## src/rtl/strip_frame_sequencer.sv

```systemverilog
// Upstream feeder for the 1-to-4 strip demux: streams one frame per channel 0..3, then latches all strips.
// Optional underrun abort is compiled in when SEQ_UNDERRUN_DETECT_EN is defined.
module strip_frame_sequencer #(
    parameter int IO_WIDTH          = 8,
    parameter int BYTES_PER_CHANNEL = 16,
    parameter int LATCH_CYCLES      = 4,
    parameter int UNDERRUN_LIMIT    = 64
) (
    input  logic                clk,
    input  logic                reset,
    input  logic                frame_start,
    input  logic [IO_WIDTH-1:0] in_data,
    input  logic                in_valid,
    output logic                in_ready,
    output logic [1:0]          mux_select,
    output logic [IO_WIDTH-1:0] mux_data,
    output logic                mux_strobe,
    output logic                latch,
    output logic                busy,
    output logic                frame_done,
    output logic                underrun_err
);
    // state    | meaning
    // S_IDLE   | waiting for frame_start
    // S_STREAM | accepting bytes and forwarding them to the demux
    // S_LATCH  | latch pulse to every strip
    // S_DONE   | one-cycle frame_done
    typedef enum logic [1:0] {S_IDLE, S_STREAM, S_LATCH, S_DONE} state_t;

    localparam int BW = (BYTES_PER_CHANNEL > 1) ? $clog2(BYTES_PER_CHANNEL) : 1;
    localparam int LW = (LATCH_CYCLES > 1) ? $clog2(LATCH_CYCLES) : 1;
    localparam logic [BW-1:0] BYTE_LAST  = BW'(BYTES_PER_CHANNEL - 1);
    localparam logic [LW-1:0] LATCH_LOAD = LW'(LATCH_CYCLES - 1);

    state_t        state, state_nxt;
    logic [BW-1:0] byte_cnt;
    logic [1:0]    chan;
    logic [LW-1:0] latch_tmr;
    logic          accept;
    logic          last_byte;
    logic          underrun_hit;

    assign in_ready   = (state == S_STREAM);
    assign accept     = in_valid & in_ready;
    assign last_byte  = accept && (chan == 2'd3) && (byte_cnt == BYTE_LAST);
    assign latch      = (state == S_LATCH);
    assign frame_done = (state == S_DONE);
    assign busy       = (state != S_IDLE);

`ifdef SEQ_UNDERRUN_DETECT_EN
    localparam int UW = (UNDERRUN_LIMIT > 1) ? $clog2(UNDERRUN_LIMIT) : 1;
    localparam logic [UW-1:0] IDLE_LOAD = UW'(UNDERRUN_LIMIT - 1);

    logic [UW-1:0] idle_tmr;

    // Timer stays loaded outside STREAM, so it is fresh on entry.
    assign underrun_hit = (state == S_STREAM) && !accept && (idle_tmr == '0);

    always_ff @(posedge clk or posedge reset) begin
        if (reset) begin
            idle_tmr     <= IDLE_LOAD;
            underrun_err <= 1'b0;
        end else begin
            underrun_err <= underrun_hit;
            if ((state != S_STREAM) || accept) begin
                idle_tmr <= IDLE_LOAD;
            end else if (idle_tmr != '0) begin
                idle_tmr <= idle_tmr - UW'(1);
            end
        end
    end
`else
    assign underrun_hit = 1'b0;
    assign underrun_err = 1'b0;
`endif

    always_ff @(posedge clk or posedge reset) begin
        if (reset) begin
            state <= S_IDLE;
        end else begin
            state <= state_nxt;
        end
    end

    always_comb begin
        state_nxt = state;
        case (state)
            S_IDLE: begin
                if (frame_start) state_nxt = S_STREAM;
            end
            S_STREAM: begin
                if (last_byte) begin
                    state_nxt = S_LATCH;
                end else if (underrun_hit) begin
                    state_nxt = S_IDLE;
                end
            end
            S_LATCH: begin
                if (latch_tmr == '0) state_nxt = S_DONE;
            end
            S_DONE: begin
                state_nxt = S_IDLE;
            end
            default: state_nxt = S_IDLE;
        endcase
    end

    always_ff @(posedge clk or posedge reset) begin
        if (reset) begin
            byte_cnt   <= '0;
            chan       <= '0;
            latch_tmr  <= '0;
            mux_select <= '0;
            mux_data   <= '0;
            mux_strobe <= 1'b0;
        end else begin
            mux_strobe <= accept;
            if (accept) begin
                mux_data   <= in_data;
                mux_select <= chan;
                // chan wraps 3 -> 0 together with byte_cnt on the final byte
                if (byte_cnt == BYTE_LAST) begin
                    byte_cnt <= '0;
                    chan     <= chan + 2'd1;
                end else begin
                    byte_cnt <= byte_cnt + BW'(1);
                end
            end else if (underrun_hit || ((state == S_IDLE) && frame_start)) begin
                byte_cnt <= '0;
                chan     <= '0;
            end

            if (last_byte) begin
                latch_tmr <= LATCH_LOAD;
            end else if ((state == S_LATCH) && (latch_tmr != '0)) begin
                latch_tmr <= latch_tmr - LW'(1);
            end
        end
    end

endmodule
```

## config.mk

```make
export PLATFORM = sky130hd
export DESIGN_NAME = strip_frame_sequencer
export DESIGN_NICKNAME = d
export VERILOG_FILES = /design/src/rtl/strip_frame_sequencer.sv
export SDC_FILE = /design/constraint.sdc
export NUM_CORES = 1
export LEC_CHECK = 0
export ABC_AREA = 1
export CAP_MARGIN = 20
export CORE_ASPECT_RATIO = 0.75
export CORE_MARGIN = 5
export CORE_UTILIZATION = 50
export CTS_CLUSTER_DIAMETER = 120
export DETAILED_ROUTE_END_ITERATION = 6
export GPL_ROUTABILITY_DRIVEN = 1
export GPL_TIMING_DRIVEN = 0
export PLACE_DENSITY_LB_ADDON = 0.1
export RECOVER_POWER = 25
export SYNTH_ARGS = -nofsm -noshare
export SYNTH_HDL_FRONTEND = slang
export SYNTH_SLANG_ARGS = --single-unit
```

## constraint.sdc

```tcl
create_clock -name clk -period 4.1 [get_ports clk]
set_input_delay 0.82 -clock clk [delete_from_list [all_inputs] [get_ports clk]]
set_output_delay 0.82 -clock clk [all_outputs]
set_load 0.01 [all_outputs]
```

==> results of run 1 <==
## how the worst min path moves through the flow
stage / endpoint / slack, ns / cells past startpoint
CTS: mux_data[7] / 0.50 / 2
global route: mux_data[2] / 0.51 / 2
finish: mux_data[7] / 0.50 / 2
floorplan: latch_tmr[0] / 0.47 / 2
detailed placement: mux_data[7] / 0.47 / 2
global placement: mux_data[6] / 0.46 / 2
## layout by cell type, fill, tap and decap left out
master and n:
nand3_1 9, dfrtp_1 21, nor2_2 1, or2_1 1
clkdlybuf4s50_1 24, o21ai_0 4, nor2_1 2, nand2_1 48
dlygate4sd3_1 2, inv_1 11, o21a_1 1, conb_1 1
clkbuf_1 1, o22ai_1 1, clkinv_2 1, clkbuf_4 3
nand4_1 1, or2_2 1, nand2_2 4, o21ai_1 2
buf_4 2, ha_1 8
## flip-flops by register name, summed over array words and instances, names as in the netlist
signal      count
mux_data        8
latch_tmr       2
chan            2
mux_select      2
byte_cnt        4
mux_strobe      1
state           2
## worst max-delay path: cells and delay by family, from the launching register on
family                     cells  cell delay [ns]
adders and majority gates      1             0.25
buffers and inverters          2             0.69
DFF                            1             0.43
## routing by layer
layer / routed length, µm / vias to the layer above / share of wire / GRT usage
li1: - / 430 / - / -
met3: 87 / 0 / 0.040 / 0.0484
met4: 0 / 0 / 0 / 0.0106
met1: 1060 / 398 / 0.49 / 0.198
met2: 1010 / 13 / 0.47 / 0.250
met5: 0 / - / 0 / 0
## power by group
group	internal (W)	switching (W)	leakage [nW]
sequential	0.000288	0.0000538	0.268
clock	0.0000364	0.0000615	0.0177
combinational	0.000218	0.000230	0.398
total	0.000542	0.000346	0.684
## area by class of cell
| class | instances | area, µm² |
|---|---|---|
| well taps | 24 | 30.0 |
| clock inverters | 1 | 5.00 |
| multi-input cells | 84 | 430 |
| repair buffers | 26 | 260 |
| clock buffers | 3 | 22.5 |
| fillers | 171 | 646 |
| inverters | 11 | 41.3 |
| plain buffers | 3 | 18.8 |
| flip-flops and latches | 21 | 526 |
## cells by family (layout without fill, tap and decap cells)
logic type	Yosys count	count (layout)
AND/OR/NAND/NOR	67	67
flip-flops	21	21
other	1	1
AO/OA/AOI/OAI	8	8
adder cells (fa/ha/maj)	8	8
buffers and inverters	14	44
## through the flow
stage	hold WS (ns)	setup slack, ns	utilization	instance area [µm²]
global placement	0.462	1.98	0.665	1320
CTS	0.500	1.59	0.679	1340
detailed placement	0.469	1.93	0.665	1320
finish	0.498	1.62	0.674	1330
global route	0.507	1.53	0.674	1330
floorplan	0.465	2.54	-	1030
==> key figures, run 1 <==
Status
  • Status: finished clean

Min path
  • Hold crit path type: register to register
  • Hold Crit Start: mux_data[7]

Logic synthesis
  • Synth area leader: dfrtp_1
  • Synth area leaders: dfrtp_1 51%, nand2_1 17%, ha_1 9.8%
  • Cell variety after synth: 20
  • Number of synthesized flops with an enable pin: 0
  • Mapped Area: between 0.001 and 0.0015 mm²
  • Synth top cells by count: 46 x nand2_1, 21 x dfrtp_1, 10 x inv_1, 9 x nand3_1, 8 x ha_1
  • Mapped Avg Cell Area: around 8.6 µm²
  • Xor/xnor share of the synthesized area: 0
  • Seq cells post-synth: 21
  • Synth top area share: 0.512
  • Primary FF master, synth: dfrtp_1
  • Largest family of logic cells by synthesized area: simple AND/OR/NAND/NOR gates
  • Post-synthesis mux area share: 0
  • Compound-Gate Fraction of Synth Area: 0.0463
  • Mapped Cells: 119
  • Simple-Gate Fraction of Synth Area: 0.280
  • Seq/Total Area, Yosys: 0.512
  • Post-Synth Adder-Cell Area: 0.0976
  • Syn nets: around 140
  • Count leader, synth: nand2_1
  • YS warnings: 0
  • Ys async rst share: 1.00

GRT
  • Number of antenna violations at the first check in global routing: 0
  • Vias in the first global route: 866
  • Global-route wire length before repair: 3.82 mm
  • Largest net degree at the start of global routing: 22
  • Total grt overflow: 0
  • Overall Global Routing Usage: 0.150

Die
  • Die H: 49.2 µm
  • I/O Pins: 28
  • Die W: about 62 µm
  • Core Region: 0.00198 mm²
  • Die ar.: between 0.003 and 0.004 mm²
  • Row count: 14
  • Initial core utilization: 0.518

Worst setup path
  • Crit path kind: register to primary output
  • Worst Setup SP: state[0]
  • Critical Path End Type: primary output
  • R2R Path Start: state[1]
  • Reg2reg setup slack: 2.35 ns
  • CP Data Required Time: around 3.3 ns
  • Worst Setup EP: latch
  • Worst Path Max Fanout: 5
  • R2R cell count: 8
  • CP peak stage delay: approximately 0.57 ns
  • Crit start category: register
  • R2R Path End: chan[0]
  • Critical-path top delay cell: clkdlybuf4s50_1
  • Worst path cell trace: inv_1 -> ha_1 -> clkdlybuf4s50_1
  • Arrival time of the worst setup path: 1.66 ns

Place
  • IO Port Bufs: 26
  • Final Wtd Congestion: between 0.7 and 0.8
  • Cells after DPL: 169
  • HPWL after DPL: 1.67 mm

Drt
  • Iter 0 DRT Violations: 40
  • Number of vias in the routed layout: about 840
  • WL final: 2.15 mm
  • Drt wl/cell: 12.4 µm
  • Routed Antenna Nets: 0
  • Vias per Instance: 4.86
  • DRC errors left: 0
  • TritonRoute pass-1 iters: 4

Timing
  • Maximum clock rate: 0.404 GHz
  • Endpoints failing setup: 0
  • Relative slew slack: 0.489
  • Unrepaired setup endpoints after global routing: no
  • Worst Tran Pin Value: 0.765 ns
  • Final period demand of the worst path: 2.48 ns
  • Fin. max-slew vios: 0
  • Final period util: 0.604
  • Clock Skews: 0.0188 ns
  • TNS Setup: 0 ns
  • Final hold violation count: 0

CTS
  • Clk Latency, worst-skew pair: 0.31 ns
  • Clk sink count: 21
  • Post-CTS sizing: 0
  • Clock slew at reported path FFs: 0.13 ns
  • CTS tree: yes
  • CTS HTree Levels: 1
  • CTS root buffer: clkbuf_4
  • CTS Buf Count: 3
  • CTS Hold Bufs: 0
  • Maximum clock insertion buffer count: 2
  • Post-CTS Setup Repair Bufs: 0

Power
  • Final total power: 0.000888 W
  • Leak: 0.684 nW
  • Maximum VDD drop: roughly 0.00048 V
  • PwrDens: approximately 670 mW/mm²

Layout
  • Final Non-Filler Cells: 173
  • Layout cells sized above 1: 0.0805
  • # diodes: 0
  • Final #Nets: 170
  • Area delta synth->final: 30.0%

Run
  • Max Cap Violations: 0
Power figures use the tool's default switching activity.
==> run 2, diff against run 1 <==
- CORE_UTILIZATION: 50 -> 46
- clock period: 4.1 -> 2.5 ns (I/O delays scaled with it)
==> run 2 against run 1 <==
Effect of this change:
- combinational power up 63%
- sequential power rose by 64%
- largest cell class unchanged
- worst setup slack got worse by 1.2 ns
- critical path type unchanged
- register-to-register slack got worse by 1.3 ns
- critical path depth stayed put
- routed wire length fell by 10%
- first-iteration DRC count up 33%
==> key figures, run 2 (synthesized netlist as in run 1, its figures left out) <==
Status
  • Status: finished clean

Place
  • Dpl ws: 0.691 ns
  • HPWL after DPL: between 1 and 1.5 mm
  • IO Port Bufs: 26
  • Final Wtd Congestion: 0.772
  • Placed Area: 0.00132 mm²

Layout
  • Area delta synth->final: 30.9%
  • # diodes: 0
  • Commonest non-fill, non-tap cell in the layout: nand2_1
  • Fillers: 186
  • Max reg flops: 8
  • Final #Nets: 170
  • Util after Layout: 0.650
  • Top Registers: mux_data: 8 flops, byte_cnt: 4 flops
  • Layout cells sized above 1: 0.107
  • Post-Layout Inst Area: 0.00134 mm²
  • Largest register by flop count: mux_data
  • Commonest cells after routing, fill and taps aside: 46 x nand2_1, 25 x clkdlybuf4s50_1, 21 x dfrtp_1

Min path
  • Hold crit path type: register to register

GRT
  • Overall Global Routing Usage: 0.135
  • Number of antenna violations at the first check in global routing: 0
  • Global-route wire length before repair: 3.40 mm
  • Total grt overflow: 0
  • Vias in the first global route: 789
  • Largest net degree at the start of global routing: 22

Worst setup path
  • Worst Setup EP: latch
  • Reg2reg setup slack: 1.06 ns
  • Crit path kind: register to primary output
  • Critical Path End Type: primary output
  • Critical-path top delay cell: clkdlybuf4s50_1
  • CP peak stage delay: roughly 0.56 ns
  • Worst Path Max Fanout: 5
  • R2R cell count: 9
  • Worst path cell trace: inv_1 -> ha_1 -> clkdlybuf4s50_1
  • R2R Path End: state[0]
  • CP Data Required Time: about 2.0 ns
  • Worst Setup SP: state[0]
  • R2R Path Start: state[1]
  • Arrival time of the worst setup path: 1.63 ns
  • Crit start category: register

Die
  • Core Region: 0.00207 mm²
  • Die H: 50.9 µm
  • Die ar.: 0.00328 mm²
  • Row count: 14
  • I/O Pins: 28
  • Die W: 64.5 µm
  • Initial core utilization: 0.496

CTS
  • Post-CTS sizing: 0
  • CTS Buf Count: 3
  • CTS tree: yes
  • Post-CTS Setup Repair Bufs: 0
  • Clk sink count: 21
  • Clock slew at reported path FFs: roughly 0.1 ns
  • CTS Hold Bufs: 0
  • Clk Latency, worst-skew pair: 0.30 ns
  • CTS root buffer: clkbuf_4
  • Maximum clock insertion buffer count: 2
  • CTS HTree Levels: 1

Drt
  • Met3 Wirelength: 102 µm
  • TritonRoute pass-1 iters: 4
  • Number of vias in the routed layout: 811
  • Met1 wire length: 945 µm
  • Vias per Instance: 4.69
  • WL final: 1.93 mm
  • Drt wl/cell: 11.2 µm
  • Routed Antenna Nets: 0
  • DRC errors left: 0
  • Highest Signal Layer: met4
  • Iter 0 DRT Violations: 53
  • Met2 routed WL: 872 µm

Timing
  • Fin. max-slew vios: 0
  • Worst Tran Pin Value: 0.775 ns
  • Slack of the critical path: between 0.3 and 0.4 ns
  • Unrepaired setup endpoints after global routing: no
  • Final period util: 0.850
  • Final hold violation count: 0
  • Endpoints failing setup: 0
  • Relative slew slack: 0.483
  • Maximum clock rate: 0.471 GHz
  • Clock Skews: 0.00667 ns
  • TNS Setup: 0 ns
  • Final period demand of the worst path: between 2 and 2.5 ns

Run
  • Max Cap Violations: 0

Power
  • Maximum VDD drop: 0.000698 V
  • Leak: 0.683 nW
  • PwrDens: between 1000 and 1500 mW/mm²
## run 2: cell count changes in the layout (fill, tap and decap cells not counted)
| cell | before | now |
|---|---|---|
| nand2_1 | 48 | 46 |
| nand2_2 | 4 | 6 |
| buf_2 | 0 | 1 |
| clkdlybuf4s50_1 | 24 | 25 |
| clkinv_2 | 1 | 0 |
| dlygate4sd3_1 | 2 | 1 |
| inv_1 | 11 | 10 |
| inv_2 | 0 | 1 |
| o21ai_0 | 4 | 3 |
| o21ai_2 | 0 | 1 |
## run 2: per-stage QoR
stage | power (W) | hold slack (ns) | cells
final | 0.00145 | 0.490 | 173
after global routing | 0.00160 | 0.523 | 173
after CTS | 0.00147 | 0.496 | 173
after detailed placement | 0.00130 | 0.470 | 169
after global placement | 0.00128 | 0.461 | 169
after floorplan | 0.000983 | 0.465 | 119
## run 2: final cells by class
class / instances / area (µm²) / area share
buffer: 3 / 20.0 / 0.0149
clock buffer: 4 / 26.3 / 0.0196
inverter: 11 / 41.3 / 0.0308
tap: 24 / 30.0 / 0.0224
multi-input combinational: 84 / 439 / 0.327
sequential: 21 / 526 / 0.391
timing repair buffer: 26 / 260 / 0.194
## run 2: metal layers
metal / track usage / up-vias
li1: - / 430
met1: 0.169 / 362
met2: 0.211 / 17
met3: 0.0592 / 2
met4: 0.0421 / 0
met5: 0 / -
## run 2: worst max-delay path: cells and delay by family (launching register included)
kind / cells / cell delay, ns
adders and majority gates: 1 / 0.23
buffers and inverters: 2 / 0.68
DFF: 1 / 0.43
## run 2: where the power goes
group / switching, W / total (W) / internal [W]
clock: 0.0000948 / 0.000157 / 0.0000622
sequential: 0.0000874 / 0.000560 / 0.000472
combinational: 0.000364 / 0.000728 / 0.000364
## run 2: worst min path at each step
stage	to	slack [ns]	depth (start not counted)	from
6_report	mux_data[0]	0.49	2	mux_data[0]
5_1_grt	mux_data[7]	0.52	2	mux_data[7]
4_1_cts	mux_data[0]	0.50	2	mux_data[0]
3_5_place_dp	mux_data[0]	0.47	2	mux_data[0]
3_3_place_gp	mux_data[7]	0.46	2	mux_data[7]
2_1_floorplan	latch_tmr[0]	0.47	2	latch_tmr[0]
==> run 3, diff against run 2 <==
- GPL_TIMING_DRIVEN: 0 -> 1
- REMOVE_ABC_BUFFERS: not set -> 1
==> run 3 against run 2 <==
Effect of this change:
- core utilization decreased by 0.97 points
- worst setup slack worse by 0.027 ns
- flip-flop and latch count did not move
- highest routed layer unchanged
- via count up 1.1%
==> key figures, run 3 (synthesized netlist as in run 1, its figures left out) <==
Layout
  • Top Registers: mux_data: 8 flops, byte_cnt: 4 flops
  • Fillers: 194
  • Largest register by flop count: mux_data
  • Area delta synth->final: 28.9%
  • Max reg flops: 8
  • Commonest cells after routing, fill and taps aside: 46 x nand2_1, 25 x clkdlybuf4s50_1, 21 x dfrtp_1
  • Reg area: 526 µm²
  • Post-Layout Inst Area: 0.00132 mm²
  • Final #Nets: 167
  • Commonest non-fill, non-tap cell in the layout: nand2_1
  • Layout cells sized above 1: 0.0890
  • Multi-input gate area: 439 µm²
  • Util after Layout: 0.640
  • # diodes: 0

Run
  • Max Cap Violations: 0

Min path
  • Hold depth: 2
  • Hold crit path type: register to register
  • Hold Crit Start: mux_data[2]
  • Hold Path End: mux_data[2]

Place
  • Final Wtd Congestion: 0.744
  • IO Port Bufs: 26
  • Placed Area: 0.00130 mm²
  • HPWL after DPL: 1.45 mm

Drt
  • WL final: 1.91 mm
  • TritonRoute pass-1 iters: 4
  • DRC errors left: 0
  • Drt wl/cell: 11.2 µm
  • Number of vias in the routed layout: 820
  • Routed Antenna Nets: 0
  • Vias per Instance: about 4.8
  • Iter 0 DRT Violations: 28

Worst setup path
  • Crit path kind: register to primary output
  • Reg2reg setup slack: 0.84 ns
  • Crit start category: register
  • Arrival time of the worst setup path: 1.65 ns
  • Worst Path Max Fanout: 5
  • R2R Path Start: state[1]
  • Critical Path End Type: primary output
  • R2R Path End: chan[0]
  • R2R cell count: 8
  • CP Data Required Time: roughly 2 ns

CTS
  • CTS HTree Levels: 1
  • Clk Latency, worst-skew pair: 0.30 ns
  • CTS root buffer: clkbuf_4
  • Post-CTS Setup Repair Bufs: 0
  • CTS Buf Count: 3
  • CTS tree: yes
  • CTS Hold Bufs: 0
  • Post-CTS sizing: 0
  • Clock slew at reported path FFs: 0.11 ns
  • Maximum clock insertion buffer count: 2
  • Clk sink count: 21

Timing
  • Unrepaired setup endpoints after global routing: no
  • Final period util: 0.861
  • Clock Skews: 0.00304 ns
  • TNS Setup: 0 ns
  • Fin. max-slew vios: 0
  • Endpoints failing setup: 0
  • Final period demand of the worst path: 2.15 ns
  • Worst Tran Pin Value: 0.766 ns
  • Maximum clock rate: 0.465 GHz
  • Relative slew slack: 0.489
  • Fin Hold WS: 0.488 ns
  • Final hold violation count: 0

Power
  • Leak: 0.669 nW
  • Maximum VDD drop: 0.000670 V
  • PwrDens: 1080 mW/mm²
  • Final total power: 0.00143 W

Die
  • Die W: 64.5 µm
  • Initial core utilization: 0.496
  • Die ar.: 0.00328 mm²
  • Core Region: just over 0.002 mm²
  • Die H: 50.9 µm
  • Row count: 14
  • I/O Pins: 28

GRT
  • Overall Global Routing Usage: 0.135
  • Global-route wire length before repair: 3.41 mm
  • Total grt overflow: 0
  • Vias in the first global route: roughly 780
  • Number of antenna violations at the first check in global routing: 0
  • Largest net degree at the start of global routing: 22

Status
  • Status: finished clean
-- run 3: cell types whose count changed in the layout (fill, tap and decap cells not counted) --
cell | previous run | this run
buf_2 | 1 | 0
buf_4 | 2 | 0
-- run 3: final cells by class --
type	count	share of cell area
Inverter	11	0.0312
Sequential cell	21	0.397
Tap cell	24	0.0227
Timing Repair Buffer	26	0.197
Multi-Input combinational cell	84	0.332
Clock buffer	4	0.0199
-- run 3: worst max-delay path by stage --
stage | start | to | slack, ns | cells after the start
4_1_cts | state[0] | latch | 0.32 | 3
6_report | state[0] | latch | 0.35 | 3
3_5_place_dp | in_valid | chan[0] | 0.62 | 7
2_1_floorplan | state[1] | chan[0] | 1.03 | 8
3_3_place_gp | in_valid | chan[1] | 0.65 | 7
5_1_grt | state[0] | latch | 0.23 | 3
-- run 3: worst max-delay path, cell delays in order, from the launching register on --
cell and delay, ns:
dfrtp_1 0.43, inv_1 0.12, ha_1 0.25, clkdlybuf4s50_1 0.56
-- run 3: metrics by stage --
stage | instances | worst slack [ns]
final | 170 | 0.348
after global placement | 166 | 0.654
after floorplan | 116 | 1.03
after CTS | 170 | 0.323
after global routing | 170 | 0.228
after detailed placement | 166 | 0.616
-- run 3: routing by layer --
metal  GRT usage  vias up  part of all wire
li1            -      423                 -
met1       0.174      377              0.47
met2       0.209       15              0.46
met3      0.0504        5             0.054
met4      0.0491        0             0.011
met5           0        -                 0
-- run 3: where the power goes --
group | internal [W] | total, W | leakage (nW) | switching (W)
combinational | 0.000353 | 0.000716 | 0.386 | 0.000363
sequential | 0.000472 | 0.000559 | 0.268 | 0.0000864
clock | 0.0000622 | 0.000159 | 0.0150 | 0.0000966
total | 0.000887 | 0.00143 | 0.669 | 0.000546
